<file path="src/rtl/mmio_poll_master.sv">
// Polls a memory-mapped switch register, mirrors changes to the LED register
// and appends each change to a circular log in data memory.
module mmio_poll_master #(
  parameter logic [31:0] SW_ADDR   = 32'h0000_0300,
  parameter logic [31:0] LED_ADDR  = 32'h0000_0200,
  parameter logic [31:0] LOG_BASE  = 32'h0000_0000,
  parameter int unsigned LOG_DEPTH = 16,
  parameter int unsigned POLL_DIV  = 1000
) (
  input  logic                         clk,
  input  logic                         rst,
  input  logic                         enable,
  input  logic [31:0]                  readData,
  output logic [31:0]                  address,
  output logic [63:0]                  memAddress,
  output logic                         readEnable,
  output logic                         writeEnable,
  output logic [31:0]                  writeData,
  output logic                         busy,
  output logic [15:0]                  lastValue,
  output logic [15:0]                  changeCount,
  output logic [$clog2(LOG_DEPTH)-1:0] logPtr
);

  localparam int unsigned PW = $clog2(LOG_DEPTH);
  localparam int unsigned CW = (POLL_DIV > 1) ? $clog2(POLL_DIV) : 1;
  localparam logic [CW-1:0] RELOAD = CW'(POLL_DIV - 1);

  typedef enum logic [2:0] {
    StIdle,
    StWait,
    StRdReq,
    StRdCap,
    StWrLed,
    StWrLog
  } state_e;

  state_e         state;
  logic [CW-1:0]  poll_cnt;
  logic           first_flag;
  logic [15:0]    sw_value;
  logic [31:0]    log_addr;
  logic           unused_rdata;

  assign sw_value     = readData[15:0];
  assign unused_rdata = ^readData[31:16];
  assign log_addr     = LOG_BASE + {{(30 - PW){1'b0}}, logPtr, 2'b00};
  assign busy         = (state != StIdle);

  // Bus outputs are registered: each transition loads the strobes of the state being entered.
  always_ff @(posedge clk or posedge rst) begin
    if (rst) begin
      state       <= StIdle;
      poll_cnt    <= '0;
      first_flag  <= 1'b1;
      lastValue   <= '0;
      changeCount <= '0;
      logPtr      <= '0;
      address     <= '0;
      memAddress  <= '0;
      readEnable  <= 1'b0;
      writeEnable <= 1'b0;
      writeData   <= '0;
    end else begin
      address     <= '0;
      memAddress  <= '0;
      readEnable  <= 1'b0;
      writeEnable <= 1'b0;
      writeData   <= '0;
      case (state)
        StIdle: begin
          if (enable) begin
            state    <= StWait;
            poll_cnt <= RELOAD;
          end
        end
        StWait: begin
          if (poll_cnt == '0) begin
            if (enable) begin
              state      <= StRdReq;
              address    <= SW_ADDR;
              readEnable <= 1'b1;
            end else begin
              state <= StIdle;
            end
          end else begin
            poll_cnt <= poll_cnt - CW'(1);
          end
        end
        StRdReq: begin
          state      <= StRdCap;
          address    <= SW_ADDR;
          readEnable <= 1'b1;
        end
        StRdCap: begin
          if (first_flag || (sw_value != lastValue)) begin
            lastValue   <= sw_value;
            first_flag  <= 1'b0;
            state       <= StWrLed;
            address     <= LED_ADDR;
            writeEnable <= 1'b1;
            writeData   <= {16'b0, sw_value};
          end else begin
            poll_cnt <= RELOAD;
            state    <= StWait;
          end
        end
        StWrLed: begin
          state       <= StWrLog;
          address     <= log_addr;
          memAddress  <= {32'b0, log_addr};
          writeEnable <= 1'b1;
          writeData   <= {changeCount, lastValue};
        end
        StWrLog: begin
          logPtr <= logPtr + PW'(1);
          if (changeCount != 16'hFFFF) changeCount <= changeCount + 16'd1;
          poll_cnt <= RELOAD;
          state    <= StWait;
        end
        default: state <= StIdle;
      endcase
    end
  end

endmodule

</file>
<file path="config.mk">
export PLATFORM = sky130hd
export DESIGN_NAME = mmio_poll_master
export DESIGN_NICKNAME = d
export VERILOG_FILES = /design/src/rtl/mmio_poll_master.sv
export SDC_FILE = /design/constraint.sdc
export NUM_CORES = 1
export LEC_CHECK = 0
export CORE_MARGIN = 5
export CORE_UTILIZATION = 40
export CTS_BUF_LIST = sky130_fd_sc_hd__clkbuf_4
export DETAILED_ROUTE_END_ITERATION = 7
export PLACE_DENSITY = 0.74
export SLEW_MARGIN = 20
export SYNTH_ARGS = -nofsm -noshare
export SYNTH_HDL_FRONTEND = slang
export SYNTH_SLANG_ARGS = --single-unit
</file>
<file path="constraint.sdc">
create_clock -name clk -period 3.6 [get_ports clk]
set_input_delay 0.36 -clock clk [delete_from_list [all_inputs] [get_ports clk]]
set_output_delay 0.36 -clock clk [all_outputs]
set_load 0.02 [all_outputs]
</file>
# Word level (Yosys, flattened, before mapping)
# Index checks and enable logic that the tools add are counted.
# word_totals
ff_bits	180
latchBits	0
mem_bits_rw	0
romBits	0
out_inout_bits	167
n_memories	0
# classes
addsub	3
mul	0
div	0
order_cmp	0
n_eq_ne	11
shifts	0
muxes	21
bitwise_logic	0
reduce_logical	9
# op_table
op	n
case mux 10 bit (4 select lines)	2
case mux 32 bit (2 select lines)	1
two-way mux 10 bit	6
case mux 3 bit (6 select lines)	1
adder 16 x 1 -> 16 bit (second input constant)	1
two-way mux 16 bit	1
!= test 16 bit	1
!= test 16 bit (second input constant)	1
zero test 10 bit	1
subtractor 10 x 1 -> 10 bit (second input constant)	1
two-way mux 3 bit	3
!= test 2 bit (second input constant)	4
equality test 3 x 2 -> 1 bit (second input constant)	2
equality test 3 bit (second input constant)	2
two-way mux 6 bit	1
AND reduction 2 bit	3
adder 4 x 1 -> 4 bit (second input constant)	1
case mux 1 bit (2 select lines)	2
AND reduction 4 bit	1
nonzero test 4 bit	1
equality test 3 x 1 -> 1 bit (second input constant)	1
zero test 3 bit	1
two-way mux 1 bit	3
nonzero test 3 bit	1
other kinds (2)	2

# Depth between registers and ports, before layout
# Gate-level depths: netlist of run 1.
# logic_depth
word_depth	4
depth_mapped	8
depth_no_buf	7

# Worst setup path after synthesis of run 1
# No wires, ideal clock.
# synth_path
path_kind	register to register
startpoint	register poll_cnt[0]
endpoint	register address[9]
setup_ps	65
arrival_time_ps	2017
slack_ps	1518
stages_incl_launch_ff	9
path_buffers	1
path_cell_list	dfrtp_1 > inv_1 > ha_1 > or4b_1 > clkbuf_1 > or3_4 > o31a_4 > nor2_4 > or2_1
# synth_via
elab_chain_cells	3
# synth_rtl
element	line	source
from (decl)	39	logic [CW-1:0] poll_cnt;
from (signal assigned)	87	poll_cnt <= poll_cnt - CW'(1);
zero test 10 bit	78	if (poll_cnt == '0) begin
two-way mux 10 bit	78	
case mux 10 bit (4 select lines)	70	case (state)
to (signal assigned)	110	address <= log_addr;
to (decl)	14	output logic [31:0] address,
# No other way between the ends.
# A chain may end at the register's enable or synchronous reset.

# Worst setup path in the final report of run 1
# layout_path
startpoint	register state[0]
endpoint	output busy
# layout_via
elab_chain_cells	1
# layout_rtl
element	line	source
from (decl)	38	state_e state;
from (signal assigned)	53	state <= StIdle;
from (signal assigned)	73	state <= StWait;
from (signal assigned)	80	state <= StRdReq;
nonzero test 3 bit	48	assign busy = (state != StIdle);
to (decl)	19	output logic busy,
# No other way between the ends.

==> impl_metrics.toml, run 1 <==
[power]
sw_frac_of_total = 0.326
internal_power_uw = 1340
clkPwrFrac = 0.286
power.density_nw_per_um2 = 368
seq_power_share = 0.564
power_leakage_uw = 0.00250
p_switching_uw = 652
power_frac_comb = 0.150
vdd_drop_max_v = 0.000185

[synth]
avgSynthCellArea_um2 = 11.2
synth_area_leader_cell = "dfrtp_1"
ys_warn_count = 0
synth_ff_type = "dfrtp_1"
ys_seq_elements = 90
synthCells = 399
syn_area_um2 = 4480
synth_edf_count = 0
yosysTopAreaCellShare = 0.497
yosys.cell_count.top_type = "buf_4"
async_reset_ff_frac = 1.00
ys_seq_area_frac = 0.503
yosys-top-cells-count = "buf_4 (91), dfrtp_1 (89), xnor2_1 (32)"
synth_cell_types = 48
synthTopCellsByArea = "dfrtp_1 (50%), buf_4 (15%), xnor2_1 (6.3%), mux2_2 (4.3%), a22o_1 (3.3%)"

[placed_design]
hpwl_um = 6490
io_buffers = 99
gp_congestion = 0.760

[critical_path]
worstRegToRegCells = 7
crit_fanout = 12
endpoint = "busy"
r2r-start = "poll_cnt[0]"
arrival_ps = 2000
critPathLaunchType = "flop"
critPathRequiredTime_ps = 3240
worstSetupEndpointType = "output port"
path_class = "flop to output port"
critPathLaunch = "state[0]"
r2r_end = "poll_cnt[6]"
worst-r2r-setup-slack_ps = 1250

[floorplan]
core_area_um2 = 10900
ios = 202
dieArea_um2 = 13400
start_util = 0.411
die_w_um = 116
num_rows = 38
die_h_um = 116

[route]
drt-total-wl_um = 8770
wl_met2_um = 4230
drt_iter0_markers = 100
viasPerCell = 4.46
vias = 2861
top_layer = "met4"
met3WireLength_um = 819
wl_met1_um = 3590
dr.pass1.iters = 4
avgRoutedWirePerCell_um = 13.7
route.detailed.drc = 0
antenna_left = 0

[job]
max_cap_viol_count = 0

[timing]
finClkSkew_ps = 19.1
slew_viol_final = 0
max_freq_mhz = 424
min_period_ps = 2360
tns_ps = 0
post-route-period-util = 0.655
rsz0062_at_grt = "false"
setup_violations = 0
finalHoldViolCount = 0
tightest_slew_ps = 779
relSlewSlack = 0.480

[cells_and_area]
final_util = 0.498
drive_gt1_frac = 0.0980
regArea_um2 = 2250
multi_input_area_um2 = 1800
syn_to_final_growth_pct = 21.1
n_fill_cell = 1015
final_nets = 533

[clocking]
hold_buffers = 0
htreeDepth = 3
cts_resized = 0
cts.path.max_buffers = 2
worstSkewPairLatency_ps = 450
clkTransAtPathRegs_ps = 160
cts_tree = "yes"
cts_buffers = 9
clockRootBuffer = "clkbuf_4"
postCtsSetupBuffers = 0
clock_sinks = 90

[grt]
groute.usage.overall = 0.129
grt_pass1_vias = 2676
grt_max_degree = 91
antenna_found_initial = 1
grt_overflow = 0
grt_pass1_wl_um = 13500

[outcome]
status = "complete, no violations"

[min_path]
hold_path_class = "input pin to async pin"
-- per-layer routing --
metal,vias up,GRT usage
met5,-,0
met3,11,0.0496
met4,0,0.0394
li1,1357,-
met2,121,0.197
met1,1372,0.170
-- critical path: stages, from the launching register on --
cell,delay [ps]
dfrtp_1,530
or3_1,440
clkdlybuf4s50_1,570
-- layout make-up --
cell class              instances  share of cell area
flip-flops and latches         90               0.415
repair buffers                102               0.187
well taps                     140              0.0323
clock inverters                 7              0.0150
clock buffers                   9              0.0125
multi-input cells             284               0.331
diodes                          1            0.000461
inverters                       8             0.00646
-- power by group through the flow --
stage | logic [µW] | clock network (µW) | registers, µW
floorplan | 287 | 0 | 1140
global placement | 290 | 0 | 1140
detailed placement | 300 | 0 | 1140
CTS | 300 | 594 | 1130
global route | 332 | 633 | 1140
finish | 299 | 571 | 1130
-- cells in the final DEF, fill, tap and decap left out, types with 6 or more instances in the layout --
cell type         n
xor2_1            6
nor2_1           12
mux2_2           17
a22o_1           17
and2_1           21
clkbuf_4          9
conb_1           86
clkdlybuf4s50_1  99
inv_1             7
nor3_1            6
nand2_1          19
nand4_1           9
xnor2_1          32
dfrtp_1          89
-- worst min path at each step --
stage,from,to,slack (ps)
5_1_grt,rst,lastValue[15],480
3_5_place_dp,first_flag,first_flag,490
3_3_place_gp,first_flag,first_flag,480
4_1_cts,first_flag,first_flag,510
2_1_floorplan,first_flag,first_flag,470
6_report,rst,lastValue[15],420
-- state kept, by name, indices dropped and copies added (netlist names) --
| register | flops |
|---|---|
| address | 3 |
| changeCount | 16 |
| first_flag | 1 |
| lastValue | 16 |
| logPtr | 4 |
| memAddress | 3 |
| poll_cnt | 10 |
| readEnable | 1 |
| state | 3 |
| writeData | 32 |
| writeEnable | 1 |
-- kinds of logic after synthesis --
kind of cell,synth area share
compound gates,0.0751
xor+xnor,0.0743
fa+ha+maj,0.00838
buf+inv,0.169
flops,0.503
mux,0.0427
other cells,0.000837
simple gates,0.127
-- stage by stage --
stage / std cells / hold slack, ps / instance area (µm²) / setup WS [ps] / total power [µW]
after floorplan: 484 / 474 / 4800 / 906 / 1430
after global placement: 624 / 482 / 5270 / 948 / 1430
final: 641 / 420 / 5430 / 1240 / 2000
after global routing: 641 / 480 / 5430 / 1110 / 2100
after CTS: 640 / 507 / 5420 / 1210 / 2020
after detailed placement: 624 / 485 / 5270 / 883 / 1440
Power figures use the tool's default switching activity.
==> run 2, diff against run 1 <==
==> constraint.sdc (replaced) <==
create_clock -name clk -period 2.5 [get_ports clk]
set_input_delay 0.25 -clock clk [delete_from_list [all_inputs] [get_ports clk]]
set_output_delay 0.25 -clock clk [all_outputs]
set_load 0.02 [all_outputs]
==> run 2 against run 1 <==
Power up 42%. Routed wire length up 3.5%. Final cell count up 1.1%. Cell area up 1.4%. Clock power is 33% higher. Non-clock buffer count rose by 6. Critical path depth up 5. Highest routed layer unchanged. Critical endpoint is now poll_cnt[4]. Hold slack got worse by 200 ps. Count of clock-buffer cells in the layout unchanged. Via count up 2.5%. First-iteration DRC count increased by 27%. Combinational power up 49%.
==> impl_metrics.toml, run 2 (same netlist as run 1, synthesis figures left out) <==
[grt]
grt_pass1_wl_um = 13700
groute.usage.overall = 0.131
grt_max_degree = 37
antenna_found_initial = 1
grt_overflow = 0
grt_pass1_vias = 2693

[clocking]
hold_buffers = 0
cts_tree = "yes"
clkTransAtPathRegs_ps = 150
htreeDepth = 3
cts.path.max_buffers = 2
clockRootBuffer = "clkbuf_4"
cts_buffers = 9
cts_resized = 0
clock_sinks = 90
postCtsSetupBuffers = 0
worstSkewPairLatency_ps = 460

[route]
drt-total-wl_um = 9080
avgRoutedWirePerCell_um = 14.0
route.detailed.drc = 0
antenna_left = 0
dr.pass1.iters = 5
drt_iter0_markers = 127
vias = 2933
viasPerCell = 4.53

[timing]
post-route-period-util = 0.949
finalHoldViolCount = 0
finClkSkew_ps = 16.4
max_freq_mhz = 422
tightest_slew_ps = 693
setup_violations = 0
slew_viol_final = 0
min_period_ps = 2370
relSlewSlack = 0.537

[min_path]
hold_path_class = "input pin to async pin"

[outcome]
status = "complete, no violations"

[critical_path]
path_class = "flop to flop"
arrival_ps = 2780
worstSetupEndpointType = "flop"
crit_fanout = 7
critPathRequiredTime_ps = 2910
critPathLaunchType = "flop"

[cells_and_area]
final_util = 0.505
final_nets = 540
layout_commonest_cell = "clkdlybuf4s50_1"
reg.largest.list = "writeData (32), changeCount (16), lastValue (16)"
syn_to_final_growth_pct = 22.8
final_cells = 648
largest_register_ffs = 32
final_cell_mix = "clkdlybuf4s50_1 (99), dfrtp_1 (89), conb_1 (86), xnor2_1 (32), and2_1 (21)"
drive_gt1_frac = 0.112
top_register = "writeData"

[floorplan]
core_area_um2 = 10900
ios = 202
die_h_um = 116
die_w_um = 116
num_rows = 38
dieArea_um2 = 13400
start_util = 0.411

[power]
power.density_nw_per_um2 = 515
totalPowerFinal_uw = 2830
power_leakage_uw = 0.00253
vdd_drop_max_v = 0.000244

[placed_design]
gp_congestion = 0.764
dp.cells = 630
io_buffers = 99
hpwl_um = 6730

[job]
max_cap_viol_count = 0
==> run 2: critical path: stages (launching register included) <==
cell and delay (ps):
dfrtp_1 450, inv_1 70, ha_1 230, or4b_4 540
nor4_1 210, o22ai_1 250, a31oi_2 370, a22o_1 200
==> run 2: worst paths after layout <==
path | start | endpoint | slack [ps] | cells past startpoint
max | poll_cnt[0] | poll_cnt[4] | 130 | 7
max reg2reg | poll_cnt[0] | poll_cnt[4] | 130 | 7
min | rst | writeData[6] | 220 | 2
min reg2reg | first_flag | first_flag | 500 | 1
max in group asynchronous | rst | writeData[1] | 1680 | 3
min in group clk | readData[12] | writeData[12] | 470 | 2
==> run 2: layout make-up <==
class                           count  area [µm²]
Tap cell                          140         175
Inverter                            8        33.8
Fill cell                        1003        5390
Timing Repair Buffer              108        1100
Clock buffer                        9        67.6
Sequential cell                    90        2250
Clock inverter                      7        60.1
Multi-Input combinational cell    285        1810
Antenna cell                        1        2.50
==> run 2: metrics by stage <==
step | cell area, µm² | TNS (ps) | setup WS (ps) | hold slack, ps
floorplan | 4800 | 0 | 418 | 390
global placement | 5360 | 0 | 239 | 481
detailed placement | 5360 | 0 | 200 | 482
CTS | 5480 | 0 | 176 | 211
global route | 5500 | -51.6 | -20.5 | 240
finish | 5500 | 0 | 128 | 223
==> run 2: where the power goes <==
part           total [µW]  switching (µW)  internal (µW)
clock network         762             538            224
registers            1630            92.7           1530
logic                 446             279            168
==> run 2: layer usage <==
layer,vias up,global-route usage,wire [µm]
met5,-,0,0
met4,0,0.0418,126
met3,11,0.0543,920
met2,137,0.198,4330
met1,1400,0.174,3700
li1,1385,-,-
==> run 3, diff against run 2 <==
--- a/config.mk
+++ b/config.mk
@@ -8,6 +8,7 @@
 export CORE_MARGIN = 5
 export CORE_UTILIZATION = 40
 export CTS_BUF_LIST = sky130_fd_sc_hd__clkbuf_4
+export CTS_CLUSTER_DIAMETER = 80
 export DETAILED_ROUTE_END_ITERATION = 7
 export PLACE_DENSITY = 0.74
 export SLEW_MARGIN = 20
==> results of run 3 <==
Final layout, timing and power as in run 2 (identical DEF).
